## config.mk

```make
export PLATFORM = sky130hd
export DESIGN_NAME = pwm_demodulator
export DESIGN_NICKNAME = d
export VERILOG_FILES = /design/src/rtl/pwm_demodulator.sv
export SDC_FILE = /design/constraint.sdc
export NUM_CORES = 1
export LEC_CHECK = 0
export ABC_AREA = 1
export CORE_UTILIZATION = 51
export DETAILED_ROUTE_END_ITERATION = 8
export GPL_TIMING_DRIVEN = 0
export PLACE_DENSITY_LB_ADDON = 0.12
export SYNTH_ARGS = -nofsm -noshare
export SYNTH_HDL_FRONTEND = slang
export SYNTH_SLANG_ARGS = --single-unit
```

## constraint.sdc

```tcl
create_clock -name clk -period 3.8 [get_ports clk]
set_input_delay 1.14 -clock clk [delete_from_list [all_inputs] [get_ports clk]]
set_output_delay 1.14 -clock clk [all_outputs]
set_load 0.02 [all_outputs]
```

## src/rtl/pwm_demodulator.sv

```systemverilog
// -----------------------------------------------------------------------------
// pwm_demodulator
//
// Splits a stream of 12-bit ADC samples by the phase of a switching PWM and
// reports the on-phase sum minus the off-phase sum over N_PERIODS PWM periods.
// Windows run back to back: the rising edge that closes one window also opens
// the next one.
//
// Parameters
//   N_PERIODS    PWM periods per demodulation window (1..255)
//   ACC_W        width of each unsigned phase accumulator (12..30)
//
// Ports
//   clk          system clock; all logic is on its rising edge
//   reset        synchronous, active-high reset
//   switch_pwm   switching PWM, asynchronous to clk
//   sample_valid one-clk strobe qualifying sample
//   sample       unsigned 12-bit ADC code
//   demod        on_sum - off_sum of the last window, two's complement
//   on_count     samples taken while the PWM was high in the last window
//   off_count    samples taken while the PWM was low in the last window
//   demod_valid  one-clk pulse marking a new set of results
//   overflow     an accumulator or counter saturated in the last window
// -----------------------------------------------------------------------------
module pwm_demodulator #(
    parameter int N_PERIODS = 8,
    parameter int ACC_W     = 24
) (
    input  logic             clk,
    input  logic             reset,
    input  logic             switch_pwm,
    input  logic             sample_valid,
    input  logic [11:0]      sample,
    output logic [ACC_W:0]   demod,
    output logic [15:0]      on_count,
    output logic [15:0]      off_count,
    output logic             demod_valid,
    output logic             overflow
);

    localparam logic WAIT_EDGE = 1'b0;
    localparam logic ACCUM     = 1'b1;

    localparam logic [ACC_W-1:0] SUM_MAX     = '1;
    localparam logic [15:0]      CNT_MAX     = '1;
    localparam logic [7:0]       LAST_PERIOD = 8'(N_PERIODS - 1);

    logic             sync_q;
    logic             pwm_s;
    logic             pwm_d;
    logic             rise;
    logic             state;
    logic [7:0]       period_cnt;
    logic [ACC_W-1:0] on_sum;
    logic [ACC_W-1:0] off_sum;
    logic [15:0]      on_cnt;
    logic [15:0]      off_cnt;
    logic             win_ovf;

    // Saturating add of the current sample into whichever phase pwm_s selects
    logic [ACC_W-1:0] acc_sum;
    logic [15:0]      acc_cnt;
    logic [ACC_W:0]   sum_wide;
    logic             sum_sat;
    logic [ACC_W-1:0] sum_nxt;
    logic             cnt_sat;
    logic [15:0]      cnt_nxt;

    logic             close_win;
    logic             start_win;

    assign rise = pwm_s & ~pwm_d;

    // Closing edge: last period of the window has ended.
    assign close_win = rise && (state == ACCUM) && (period_cnt == LAST_PERIOD);
    // A window opens on the first edge out of WAIT_EDGE and on every closing edge.
    assign start_win = rise && ((state == WAIT_EDGE) || (period_cnt == LAST_PERIOD));

    always_comb begin
        acc_sum  = pwm_s ? on_sum : off_sum;
        acc_cnt  = pwm_s ? on_cnt : off_cnt;
        sum_wide = {1'b0, acc_sum} + (ACC_W+1)'(sample);
        sum_sat  = sum_wide[ACC_W];
        sum_nxt  = sum_sat ? SUM_MAX : sum_wide[ACC_W-1:0];
        cnt_sat  = (acc_cnt == CNT_MAX);
        cnt_nxt  = cnt_sat ? CNT_MAX : acc_cnt + 16'd1;
    end

    always_ff @(posedge clk) begin
        demod_valid <= 1'b0;
        if (reset) begin
            sync_q     <= 1'b0;
            pwm_s      <= 1'b0;
            pwm_d      <= 1'b0;
            state      <= WAIT_EDGE;
            period_cnt <= '0;
            on_sum     <= '0;
            off_sum    <= '0;
            on_cnt     <= '0;
            off_cnt    <= '0;
            win_ovf    <= 1'b0;
            demod      <= '0;
            on_count   <= '0;
            off_count  <= '0;
            overflow   <= 1'b0;
        end else begin
            sync_q <= switch_pwm;
            pwm_s  <= sync_q;
            pwm_d  <= pwm_s;

            // Results reflect the window as it stood before this cycle's sample.
            if (close_win) begin
                demod       <= {1'b0, on_sum} - {1'b0, off_sum};
                on_count    <= on_cnt;
                off_count   <= off_cnt;
                overflow    <= win_ovf;
                demod_valid <= 1'b1;
            end

            if (start_win) begin
                // pwm_s is high on a rise, so a same-cycle sample opens the on phase.
                state      <= ACCUM;
                period_cnt <= '0;
                off_sum    <= '0;
                off_cnt    <= '0;
                win_ovf    <= 1'b0;
                on_sum     <= sample_valid ? ACC_W'(sample) : '0;
                on_cnt     <= sample_valid ? 16'd1 : 16'd0;
            end else if (state == ACCUM) begin
                if (rise)
                    period_cnt <= period_cnt + 8'd1;
                if (sample_valid) begin
                    if (pwm_s) begin
                        on_sum <= sum_nxt;
                        on_cnt <= cnt_nxt;
                    end else begin
                        off_sum <= sum_nxt;
                        off_cnt <= cnt_nxt;
                    end
                    if (sum_sat || cnt_sat)
                        win_ovf <= 1'b1;
                end
            end
        end
    end

endmodule

```

# Word-level counts from Yosys, hierarchy flattened
# Index checks and enable logic that the tools add are counted.
[totals]
out_inout_bits = 59
wordCells = 53
inputBits = 16
register_bits = 152
[op_classes]
n_bitwise = 4
add_sub_neg = 4
eq_ne = 2
n_mux = 15
reduce_logical = 13
[ops]
columns = ["cell", "count"]
rows = [
  ["24-bit two-way mux", 6],
  ["16-bit two-way mux", 6],
  ["24-bit by 12-bit adder with 25-bit output", 1],
  ["24-bit by 24-bit subtractor with 25-bit output", 1],
  ["16-bit by 1-bit adder with 16-bit output (second input constant)", 1],
  ["16-bit equality test (second input constant)", 1],
  ["12-bit two-way mux", 1],
  ["3-bit AND reduction", 3],
  ["8-bit by 1-bit adder with 8-bit output (second input constant)", 1],
  ["8-bit by 3-bit equality test with 1-bit output (second input constant)", 1],
  ["2-bit nonzero test", 3],
  ["1-bit logical AND", 3],
  ["1-bit NOT", 3],
  ["1-bit logical OR", 2],
  ["1-bit two-way mux", 2],
  ["2-bit AND reduction", 1],
  ["2-bit OR reduction", 1],
  ["1-bit bitwise AND", 1],
]

# Depth between registers and ports, before layout
[logic_depth]
depth_word = 7
mapped_depth = 19
mapped_depth_nobuf = 16

# Worst setup path after synthesis
# Ideal clock, no wire load.
[synth_path]
kind = "input -> register"
from = "in sample[0]"
to = "reg off_sum[1]"
setup_slack_ps = 820
arrival_ps = 2865
t_required_ps = 3685
n_path_buf = 0
setup_ps = 115
path_stages = 11
path_cell_list = "ha_1 > fa_1 > nand3_1 > nand2_1 > nand3_1 > nand3_1 > nand3_4 > inv_2 > or2_1 > o21ai_0 > inv_1"
[synth_between]
elab_chain_cells = 2
[synth_rtl]
columns = ["item", "line_no", "text"]
rows = [
  ["from (decl)", "33", "input logic [11:0] sample,"],
  ["24-bit by 12-bit adder with 25-bit output", "82", "sum_wide = {1'b0, acc_sum} + (ACC_W+1)'(sample);"],
  ["24-bit two-way mux", "84", "sum_nxt = sum_sat ? SUM_MAX : sum_wide[ACC_W-1:0];"],
  ["to (signal assigned)", "137", "off_sum <= sum_nxt;"],
  ["to (decl)", "55", "logic [ACC_W-1:0] off_sum;"],
]
# No other way between the ends.
# A chain may end at the register's enable or synchronous reset.

# Worst setup path in the final report
[layout_path]
from = "reg pwm_s"
to = "reg off_sum[8]"
[layout_between]
elab_chain_cells = 3
word_cells_on_any_way = 8
cone_classes = "add/sub: 1; mux: 2; bitwise: 2; reduce/logical: 3"
[layout_rtl]
columns = ["item", "line_no", "text"]
rows = [
  ["from (decl)", "49", "logic pwm_s;"],
  ["from (signal assigned)", "108", "pwm_s <= sync_q;"],
  ["24-bit two-way mux / 1-bit bitwise AND (equally long branches)", "80, 72", ""],
  ["24-bit by 12-bit adder with 25-bit output / 1-bit logical AND (equally long branches)", "82, 77", ""],
  ["24-bit two-way mux / 2-bit OR reduction (equally long branches)", "-", ""],
]
# Several ways; a longest one is shown, not always the timed one.

==> run summary <==
Initial Util: 0.529
Largest delay share family, worst path: simple AND/OR/NAND/NOR gates
slowest CP cell: fa_1
pin count of the biggest net entering global routing: 17
yosys warns: 0
leak pwr: 5.14 nW
Worst Skew: 0.0124 ns
fmax: 283 MHz
PD cells: 362 mW/mm^2
max incr delay on CP: 0.42 ns
layout cells sized above 1: 0.0616
post-route minimum period: 3.54 ns
CP Capture Type: flop
synthesized area per cell: 6.39 um^2
Slew Limit Fails: 0
Arr. time, crit path: 3.86 ns
total CTS buffers: 17
RSZ-0062 raised after global routing: no
Final Cycle Share: 0.931
Syn Nets: 1509
# H-tree levels: 4
Placer Congestion: 0.975
Synth area leader: dfxtp_1
Setup TNS: 0 ns
Primary FF master, synth: dfxtp_1
clk slew on worst S/H paths: 0.06 ns
Via Count: 9796
core area: 0.0175 mm^2
actual transition at the worst max-transition pin: 0.759 ns
DR iter-0 viols: 843
synthesized area: 0.00928 mm^2
flop2flop setup slack: 0.26 ns
critical register-to-register path endpoint: off_sum[8]
Buf+Inv Stages, Crit Path: 6
I/O Pins: 75
Setup violations, final: 0
CTS max path bufs: 2
Routed WL: 30800 um
Fillers: 1764
CTS tree: built
GRT overflow: 0
cell count after synthesis: 1453
Pre-Repair DR Iteration Count: 5
Rel. slew slack: 0.492
first-pass GRT wire length: 47800 um
Crit. path cell count: 17
status: finished clean
Area Growth Syn to Fin: 17.5%
Worst Setup SP: pwm_s
DIE WIDTH: 137 um
most common library cells after synthesis: 361 x nand2_1, 191 x inv_1, 167 x nor2_1
worst setup path category: flop to flop
# rows: 48
CP Max Fanout: 10
max-cap violations: 0
Worst-Skew Late Latency: 0.44 ns
EDFF count, synth: 0
worst vdd ir: 0.343 mV
Post-synth ARST share: 0
r2r startpoint: pwm_s
nets: 1601
vias in the first global route: 8819
crit path launch type: flop
hold crit path type: flop to flop
via-per-instance ratio: 5.49
# DRC: 0
GRT Total Usage: 0.339
DIE HEIGHT: 137 um
I/O Buffers: 73
Routed Antenna Nets: 0
most frequent cell after synthesis: nand2_1
Avg WL per Cell: 17.2 um
Design Power: 3.94 mW
post-synth cell types: 44
sequential area share after synthesis: 0.328
Root Buffer: clkbuf_16
Hold Fails Final Rpt: 0
Reg2Reg Depth: 17
DP HPWL: 23900 um
end of the critical path: off_sum[8]
area share of the leading cell type in the synthesized netlist: 0.328
crit-path cells: buf_6, buf_6, buf_4, clkbuf_2, nand2_1, o21ai_0, ha_1, fa_1, nand3_1, nand2_1, nand3_1, nand3_2, nand3_4, inv_2, or2_1, o21ai_0, inv_1
top post-synthesis cells by area: dfxtp_1 33%, nand2_1 15%, inv_1 7.7%
die area: 0.0187 mm^2
diodes inserted: 0
CP Data Required Time: 4.12 ns
Synth Register Bits: 152
CTS Sinks: 152
Post-CTS Setup Repair Bufs: 0
initial antenna violation count: 0
metrics by stage:
stage	hold slack (ns)	std cells	instance area, um^2	utilization	setup WS, ns
floorplan	0.388	1453	9280	-	0.820
global placement	0.392	1751	10300	0.587	-0.206
detailed placement	0.399	1751	10300	0.587	-0.210
CTS	0.408	1783	10900	0.621	0.0359
global route	0.432	1783	10900	0.621	0.0562
finish	0.403	1783	10900	0.621	0.262
cell type report:
type                            count  area [um^2]  share of cell area
Timing Repair Buffer               73          731              0.0671
Tap cell                          225          282              0.0258
Sequential cell                   152         3040               0.279
Clock buffer                       18          439              0.0403
Inverter                          200          751              0.0689
Clock inverter                     14          159              0.0146
Buffer                             52          273              0.0250
Multi-Input combinational cell   1049         5220               0.479
state kept, by name, summed over array words and instances, names as in the netlist:
register,count
state,1
pwm_d,1
sync_q,1
demod_valid,1
win_ovf,1
pwm_s,1
off_count,16
on_sum,24
demod,25
off_sum,24
overflow,1
on_cnt,16
period_cnt,8
on_count,16
off_cnt,16
layer usage:
layer	share of wire	global-route usage	up-vias
li1	-	-	4859
met1	0.46	0.464	4458
met2	0.44	0.532	427
met3	0.084	0.0759	52
met4	0.021	0.0965	0
met5	0	0	-
how the worst min path moves through the flow:
stage,startpoint,to,slack (ns),cells after the start
3_5_place_dp,sync_q,pwm_s,0.40,2
4_1_cts,sync_q,pwm_s,0.41,2
6_report,sync_q,pwm_s,0.40,2
2_1_floorplan,sync_q,pwm_s,0.39,2
5_1_grt,sync_q,pwm_s,0.43,2
3_3_place_gp,sync_q,pwm_s,0.39,2
cell families (layout without fill, tap and decap cells):
logic type,Yosys count,in the layout,synth area share
buffers and inverters,252,357,0.110
adder cells (fa/ha/maj),40,40,0.0556
AO/OA/AOI/OAI,306,306,0.172
flip-flops,152,152,0.328
XOR/XNOR,20,20,0.0189
AND/OR/NAND/NOR,683,683,0.316
placed cells by master, fill, tap and decap left out, types with 3 or more instances in the layout:
master,n
a21o_1,3
nor2_1,167
inv_2,5
or2_2,5
nor3_1,13
dfxtp_1,151
clkdlybuf4s50_1,73
clkbuf_1,29
o21ai_0,139
nand3_1,78
inv_6,5
buf_6,7
o21ai_2,4
nor4_1,4
nand2_2,9
buf_4,3
a21oi_1,133
nand3b_1,4
o21ai_1,7
ha_1,38
nand3_2,9
inv_1,191
a31oi_1,8
o21bai_1,4
clkbuf_16,17
clkinv_1,4
nor2_2,3
nand2_1,361
xnor2_1,6
buf_2,9
nand4_1,16
or2_1,5
xor2_1,14
power by group:
group          switching (mW)  internal [mW]  leakage, nW
Combinational           0.407          0.189         3.62
Clock                   0.774          0.949        0.292
Sequential             0.0118           1.61         1.23
worst register-to-register path, cell delays in order, from the launching register on:
cell and delay, ns:
dfxtp_2 0.40, buf_6 0.20, buf_6 0.16, buf_4 0.18
clkbuf_2 0.21, nand2_1 0.10, o21ai_0 0.09, ha_1 0.25
fa_1 0.42, nand3_1 0.10, nand2_1 0.16, nand3_1 0.15
nand3_2 0.22, nand3_4 0.21, inv_2 0.13, or2_1 0.25
o21ai_0 0.16, inv_1 0.05
timing repair:
item                       in CTS  in global routing
hold buffers                    0                  0
pin swaps                       0                  1
resized for setup               2                  2
gates cloned                    0                  0
setup endpoints to repair      13                 42
Power figures use the tool's default switching activity.
